==> config.mk <==
export PLATFORM = sky130hd
export DESIGN_NAME = wb_bus_if_flat
export DESIGN_NICKNAME = d
export VERILOG_FILES = /design/src/rtl/wb_bus_if_if.sv /design/src/rtl/wb_bus_if.sv /design/src/flat_wrapper.sv
export SDC_FILE = /design/constraint.sdc
export NUM_CORES = 1
export LEC_CHECK = 0
export BUFFER_PORTS_ARGS = -buffer_cell sky130_fd_sc_hd__buf_4
export CORE_AREA = 4 4 100 102
export DETAILED_ROUTE_END_ITERATION = 7
export DIE_AREA = 0 0 104 106
export PLACE_DENSITY = 0.9
export SYNTH_ARGS = -nofsm -noshare
export SYNTH_HDL_FRONTEND = slang
export SYNTH_SLANG_ARGS = --single-unit
==> constraint.sdc <==
create_clock -name clk -period 3.2 [get_ports clk]
set_clock_uncertainty 0.05 [all_clocks]
set_input_delay 0.96 -clock clk [delete_from_list [all_inputs] [get_ports clk]]
set_output_delay 0.96 -clock clk [all_outputs]
set_load 0.02 [all_outputs]
==> src/rtl/wb_bus_if_if.sv <==
// Wishbone B3 classic bus bundle between the CPU bus bridge and a slave.
// The master drives the request side; the slave returns data and ack.
interface wb_bus_if_if;
    logic [31:0] wb_addr_o;
    logic [31:0] wb_data_o;
    logic        wb_we_o;
    logic [3:0]  wb_sel_o;
    logic        wb_stb_o;
    logic        wb_cyc_o;
    logic [31:0] wb_data_i;
    logic        wb_ack_i;

    modport master (
        output wb_addr_o, wb_data_o, wb_we_o,
        output wb_sel_o, wb_stb_o, wb_cyc_o,
        input  wb_data_i, wb_ack_i
    );

    modport slave (
        input  wb_addr_o, wb_data_o, wb_we_o,
        input  wb_sel_o, wb_stb_o, wb_cyc_o,
        output wb_data_i, wb_ack_i
    );
endinterface

==> src/rtl/wb_bus_if.sv <==
// CPU-side Wishbone master: one classic transfer at a time, pipeline
// stall handshake, flush abort, read data held while downstream stalls.
module wb_bus_if #(
    parameter int STALL_W = 6
) (
    input  logic               clk,
    input  logic               rst,
    input  logic [STALL_W-1:0] stall_i,
    input  logic               flush_i,
    input  logic               cpu_ce_i,
    input  logic [31:0]        cpu_addr_i,
    input  logic [31:0]        cpu_data_i,
    input  logic               cpu_we_i,
    input  logic [3:0]         cpu_sel_i,
    output logic [31:0]        cpu_data_o,
    output logic               stallreq_o,
    wb_bus_if_if.master        wb
);

    localparam logic [1:0] IDLE       = 2'd0;
    localparam logic [1:0] BUSY       = 2'd1;
    localparam logic [1:0] WAIT_STALL = 2'd2;

    logic [1:0]  state;
    logic [31:0] rd_buf;
    logic [31:0] addr_q;
    logic [31:0] data_q;
    logic        we_q;
    logic [3:0]  sel_q;
    logic        cyc_q;

    assign wb.wb_addr_o = addr_q;
    assign wb.wb_data_o = data_q;
    assign wb.wb_we_o   = we_q;
    assign wb.wb_sel_o  = sel_q;
    assign wb.wb_stb_o  = cyc_q;
    assign wb.wb_cyc_o  = cyc_q;

    always_ff @(posedge clk) begin
        if (rst) begin
            state  <= IDLE;
            rd_buf <= '0;
            addr_q <= '0;
            data_q <= '0;
            we_q   <= 1'b0;
            sel_q  <= '0;
            cyc_q  <= 1'b0;
        end else begin
            case (state)
                IDLE: begin
                    if (cpu_ce_i && !flush_i) begin
                        state  <= BUSY;
                        addr_q <= cpu_addr_i;
                        data_q <= cpu_data_i;
                        we_q   <= cpu_we_i;
                        sel_q  <= cpu_sel_i;
                        cyc_q  <= 1'b1;
                    end
                end
                BUSY: begin
                    // flush outranks ack: acked data is dropped
                    if (flush_i || wb.wb_ack_i) begin
                        addr_q <= '0;
                        data_q <= '0;
                        we_q   <= 1'b0;
                        sel_q  <= '0;
                        cyc_q  <= 1'b0;
                    end
                    if (flush_i) begin
                        state  <= IDLE;
                        rd_buf <= '0;
                    end else if (wb.wb_ack_i) begin
                        rd_buf <= wb.wb_data_i;
                        state  <= (|stall_i) ? WAIT_STALL : IDLE;
                    end
                end
                WAIT_STALL: begin
                    if (flush_i) begin
                        state  <= IDLE;
                        rd_buf <= '0;
                    end else if (!(|stall_i)) begin
                        state <= IDLE;
                    end
                end
                default: state <= IDLE;
            endcase
        end
    end

    always_comb begin
        stallreq_o = 1'b0;
        cpu_data_o = '0;
        if (!rst) begin
            case (state)
                IDLE:       stallreq_o = cpu_ce_i;
                BUSY:       stallreq_o = !wb.wb_ack_i;
                default:    stallreq_o = 1'b0;
            endcase
            if (flush_i)
                stallreq_o = 1'b0;
            if (state == BUSY && wb.wb_ack_i)
                cpu_data_o = wb.wb_data_i;
            else if (state == WAIT_STALL)
                cpu_data_o = rd_buf;
        end
    end

endmodule

==> src/flat_wrapper.sv <==
// flat-port wrapper written by rule: the top's interface ports become plain ports
module wb_bus_if_flat 
#(
    parameter int STALL_W = 6
)
  (clk, rst, stall_i, flush_i, cpu_ce_i, cpu_addr_i, cpu_data_i, cpu_we_i, cpu_sel_i, cpu_data_o, stallreq_o, wb_wb_addr_o, wb_wb_data_o, wb_wb_we_o, wb_wb_sel_o, wb_wb_stb_o, wb_wb_cyc_o, wb_wb_data_i, wb_wb_ack_i);
  wb_bus_if_if wb_i ();
  input  logic clk;
  input  logic rst;
  input  logic [STALL_W-1:0] stall_i;
  input  logic flush_i;
  input  logic cpu_ce_i;
  input  logic [31:0] cpu_addr_i;
  input  logic [31:0] cpu_data_i;
  input  logic cpu_we_i;
  input  logic [3:0] cpu_sel_i;
  output logic [31:0] cpu_data_o;
  output logic stallreq_o;
  output wire logic [$bits(wb_i.wb_addr_o)-1:0] wb_wb_addr_o;
  output wire logic [$bits(wb_i.wb_data_o)-1:0] wb_wb_data_o;
  output wire logic [$bits(wb_i.wb_we_o)-1:0] wb_wb_we_o;
  output wire logic [$bits(wb_i.wb_sel_o)-1:0] wb_wb_sel_o;
  output wire logic [$bits(wb_i.wb_stb_o)-1:0] wb_wb_stb_o;
  output wire logic [$bits(wb_i.wb_cyc_o)-1:0] wb_wb_cyc_o;
  input wire logic [$bits(wb_i.wb_data_i)-1:0] wb_wb_data_i;
  input wire logic [$bits(wb_i.wb_ack_i)-1:0] wb_wb_ack_i;
  assign wb_wb_addr_o = wb_i.wb_addr_o;
  assign wb_wb_data_o = wb_i.wb_data_o;
  assign wb_wb_we_o = wb_i.wb_we_o;
  assign wb_wb_sel_o = wb_i.wb_sel_o;
  assign wb_wb_stb_o = wb_i.wb_stb_o;
  assign wb_wb_cyc_o = wb_i.wb_cyc_o;
  assign wb_i.wb_data_i = wb_wb_data_i;
  assign wb_i.wb_ack_i = wb_wb_ack_i;
  wb_bus_if #(.STALL_W(STALL_W)) u_core (.clk(clk), .rst(rst), .stall_i(stall_i), .flush_i(flush_i), .cpu_ce_i(cpu_ce_i), .cpu_addr_i(cpu_addr_i), .cpu_data_i(cpu_data_i), .cpu_we_i(cpu_we_i), .cpu_sel_i(cpu_sel_i), .cpu_data_o(cpu_data_o), .stallreq_o(stallreq_o), .wb(wb_i));
endmodule
## Yosys cells after proc, flatten, opt, wreduce, memory -nomap -nowiden

Cells that the tools add are included.

| storage, ports and cells | value |
|---|---|
| bits in registers | 104 |
| bits of input ports | 112 |
| output and inout port bits | 104 |
| logic and storage cells | 56 |

| cells by class | value |
|---|---|
| eq/ne operators | 7 |
| mux-type cells | 30 |
| reductions and logical operators | 12 |

Operator list:

| cell | count |
|---|---|
| $mux W32 | 9 |
| $pmux W32 S2 | 3 |
| $mux W2 | 6 |
| $reduce_and A3 Y1 | 3 |
| $mux W4 | 2 |
| $pmux W4 S2 | 1 |
| $ne A3 B3 Y1 const B | 2 |
| $pmux W1 S2 | 3 |
| $pmux W2 S3 | 1 |
| $reduce_or A6 Y1 | 1 |
| $mux W1 | 5 |
| $ne A2 B1 Y1 const B | 2 |
| $reduce_bool A2 Y1 | 2 |
| $eq A2 B1 Y1 const B | 1 |
| $eq A2 B2 Y1 const B | 1 |
| $logic_and A1 B1 Y1 | 2 |
| $logic_not A1 Y1 | 2 |
| $logic_not A2 Y1 | 1 |
| $ne A2 B2 Y1 const B | 1 |
| $logic_or A1 B1 Y1 | 1 |

## Depth between registers and ports, before layout

| logic depth | value |
|---|---|
| depth after elaboration | 5 |
| depth in mapped cells | 5 |
| depth with buffers taken out | 3 |

## Worst setup path after synthesis

OpenSTA, ideal clock, no wires.

| timing path | value |
|---|---|
| path type | in2out |
| from | in wb_wb_ack_i |
| to | out cpu_data_o[10] |
| arrival | 1.987 ns |
| data required time | 2.190 ns |
| path slack | 0.203 ns |
| stages on the path | 5 |
| path buffers | 2 |
| cells stage by stage | and3b_1 clkbuf_1 clkbuf_1 a22oi_1 nor2_1 |

| on the way | value |
|---|---|
| cells in the longest elaborated chain, start to end | 3 |

RTL lines:

| element | line | text |
|---|---|---|
| start, declared | flat_wrapper.sv:26 | `input wire logic [$bits(wb_i.wb_ack_i)-1:0] wb_wb_ack_i;` |
| $logic_and A1 B1 Y1 | wb_bus_if.sv:101 | `if (state == BUSY && wb.wb_ack_i)` |
| $mux W32 | wb_bus_if.sv:101 |  |
| $mux W32 | wb_bus_if.sv:93 | `if (!rst) begin` |
| end, declared | flat_wrapper.sv:17 | `output logic [31:0] cpu_data_o;` |

No other way between the ends.

## Final worst setup path

| timing path | value |
|---|---|
| from | in wb_wb_ack_i |
| to | out cpu_data_o[21] |

The elaborated chain is that of the path after synthesis.

==> flow_summary.json <==
{
  "finalWorstSetupSlack_ns": 0.172,
  "core-area_um2": 9110,
  "placed_area_um2": 5600,
  "cp_common_cell": "buf_4",
  "synth_top_area_share_pct": 52.4,
  "final.period_utilization_pct": 94.6,
  "cts_hold_buf": 0,
  "ys_seq_area_share_pct": 52.4,
  "vdd_ir_drop_max_uv": 253,
  "yosys_warnings": 0,
  "slew_headroom_pct": 38.5,
  "die_x_um": 104,
  "grt_max_degree": 66,
  "grt_pass1_wl_um": 20000,
  "ys_dominant_reg_cell": "dfxtp_1",
  "clkLatencyLatePin_ns": 0.35,
  "gp_congestion": 0.739,
  "worst_pin_slew_ns": 0.922,
  "max_stage_delay_ns": 0.34,
  "vias": 3931,
  "crit_start": "wb_wb_ack_i",
  "drt_pass1_iterations": 4,
  "cts.htree.levels": 3,
  "r2r_start": "u_core.state[1]$_SDFFE_PP0P_",
  "antenna_found_initial": 0,
  "antenna_left": 0,
  "cts-root-buf": "clkbuf_8",
  "cts_resized": 0,
  "syn-num-nets": 507,
  "synth_area_leaders": "dfxtp_1 52%, a22o_1 15%, a22oi_1 6.0%",
  "end_kind": "output port",
  "drv_slew": 0,
  "use_met1_pct": 27.5,
  "syn-instance-count": 395,
  "synth_top_cell_by_area": "dfxtp_1",
  "drc_errors": 0,
  "grtUsageMet3_pct": 5.65,
  "reg2reg_depth": 4,
  "hold_ws_ns": 0.432,
  "crit_chain": "buf_4 > and3b_1 > buf_4 > a22oi_1 > nor2_1 > buf_4",
  "reg2reg_slack_ns": 0.92,
  "drt_iter0_markers": 245,
  "synth-seq-cells": 104,
  "endpoint": "cpu_data_o[21]",
  "cp.arrival_ns": 2.02,
  "setup_viol": 0,
  "p_per_area_nw_per_um2": 451,
  "timing.rr.end": "u_core.rd_buf[14]$_SDFFE_PP0P_",
  "cap_violations": 0,
  "dieArea_um2": 11000,
  "cp_max_fo": 33,
  "port_buffers": 215,
  "area_delta_synth_final_pct": 46.1,
  "layout_common_cells": "224 x buf_4, 104 x dfxtp_1, 70 x a22o_1",
  "crit_buf_inv": 3,
  "rows": 35,
  "leakage_nw": 2.58,
  "critPathTopFamily": "buffers and inverters",
  "drive_gt1_share_pct": 41.5,
  "fmax_mhz": 330,
  "initial_core_util_pct": 43.7,
  "avgViaCountPerCell": 5.58,
  "cts_tree": "done",
  "hold_class": "reg -> reg",
  "busiest_layer": "met2",
  "place_ws_ns": 0.212,
  "rsz0062_at_grt": "no",
  "finalInstanceArea_um2": 5810,
  "start_kind": "input pin",
  "setup_tns_ns": 0,
  "cts.path.max_buffers": 2,
  "post_cts_buffers": 0,
  "cp.depth": 6,
  "num_antenna_cells": 0,
  "grtUsageTotal_pct": 22.1,
  "io_pins": 216,
  "cts.clk_slew.worst_paths_ns": 0.10,
  "routedWlPerCell_um": 17.8,
  "hold_viol_final": 0,
  "ys_types": 23,
  "die_h_um": 106,
  "synth_edf_count": 0,
  "synth_area_um2": 3980,
  "p_total_mw": 2.62,
  "hpwl_um": 8870,
  "final_nets": 700,
  "crit_type": "in -> out",
  "overflow": 0,
  "async_reset_ff_share_pct": 0,
  "fin_crit_ns": 3.03,
  "use_met2_pct": 38.0,
  "slowest_stage": "buf_4",
  "status": "finished, final reports clean",
  "layout_commonest_cell": "buf_4",
  "synth_area_per_cell_um2": 10.1,
  "worstPathRequired_ns": 2.19,
  "cts_buffers": 9,
  "cts_sinks": 104,
  "drt_wl_total_um": 12600,
  "grt_pass1_vias": 3806
}
worst min-delay path by stage:
stage,start,endpoint,slack [ns],cells past startpoint
2_1_floorplan,u_core.rd_buf[22]$_SDFFE_PP0P_,u_core.rd_buf[22]$_SDFFE_PP0P_,0.40,2
3_3_place_gp,u_core.rd_buf[4]$_SDFFE_PP0P_,u_core.rd_buf[4]$_SDFFE_PP0P_,0.41,2
3_5_place_dp,u_core.wb.wb_addr_o[25]$_SDFFE_PP0P_,u_core.wb.wb_addr_o[25]$_SDFFE_PP0P_,0.42,1
4_1_cts,u_core.rd_buf[17]$_SDFFE_PP0P_,u_core.rd_buf[17]$_SDFFE_PP0P_,0.43,2
5_1_grt,u_core.wb.wb_addr_o[27]$_SDFFE_PP0P_,u_core.wb.wb_addr_o[27]$_SDFFE_PP0P_,0.45,1
6_report,u_core.rd_buf[10]$_SDFFE_PP0P_,u_core.rd_buf[10]$_SDFFE_PP0P_,0.43,2
metrics by stage:
step / util, % / std cells
2_1_floorplan: - / 395
3_3_place_gp: 61.5 / 688
4_1_cts: 63.8 / 704
3_5_place_dp: 61.5 / 688
6_report: 63.8 / 704
5_1_grt: 63.8 / 704
routing by layer:
metal	routed length (um)	part of all wire (%)
met2	6420	51
met1	5100	41
met4	191	1.5
met5	0	0
met3	857	6.8
synthesized netlist by cell type, types with 2 or more instances:
master	n
a22oi_1	32
buf_2	2
dfxtp_1	104
nand4_1	32
nand2b_1	33
a22o_1	70
o21ai_0	34
buf_6	8
and3_1	2
clkbuf_1	32
nor2_1	34
where the power goes:
part           internal, mW  total, mW  switching [mW]
clock                 0.376      0.843           0.467
combinational         0.201      0.401           0.200
sequential             1.34       1.37          0.0282
kinds of logic (layout without fill, tap and decap cells):
group / count (synthesis) / after routing / synth area share, %
flops: 104 / 104 / 52.4
simple gates: 106 / 106 / 15.0
buf+inv: 45 / 243 / 5.92
compound gates: 140 / 140 / 26.7
cell type report:
type	instances	area [um^2]
fill	716	3300
sequential	104	2080
clock inverter	6	77.6
tap	111	139
inverter	2	7.51
multi-input combinational	246	1670
clock buffer	10	128
timing repair buffer	225	1700
tightest hold or removal path, cell delays in order (launching register included):
cell	delay, ns
dfxtp_1	0.32
nand2b_1	0.06
o21ai_0	0.06
state kept, by name, summed over array words and instances, names as in the netlist:
register / cells
u_core.wb.wb_addr_o: 32
u_core.wb.wb_data_o: 32
u_core.wb.wb_we_o: 1
u_core.rd_buf: 32
u_core.wb.wb_cyc_o: 1
u_core.wb.wb_sel_o: 4
u_core.state: 2
No activity file was read; power rests on OpenSTA's default activity.
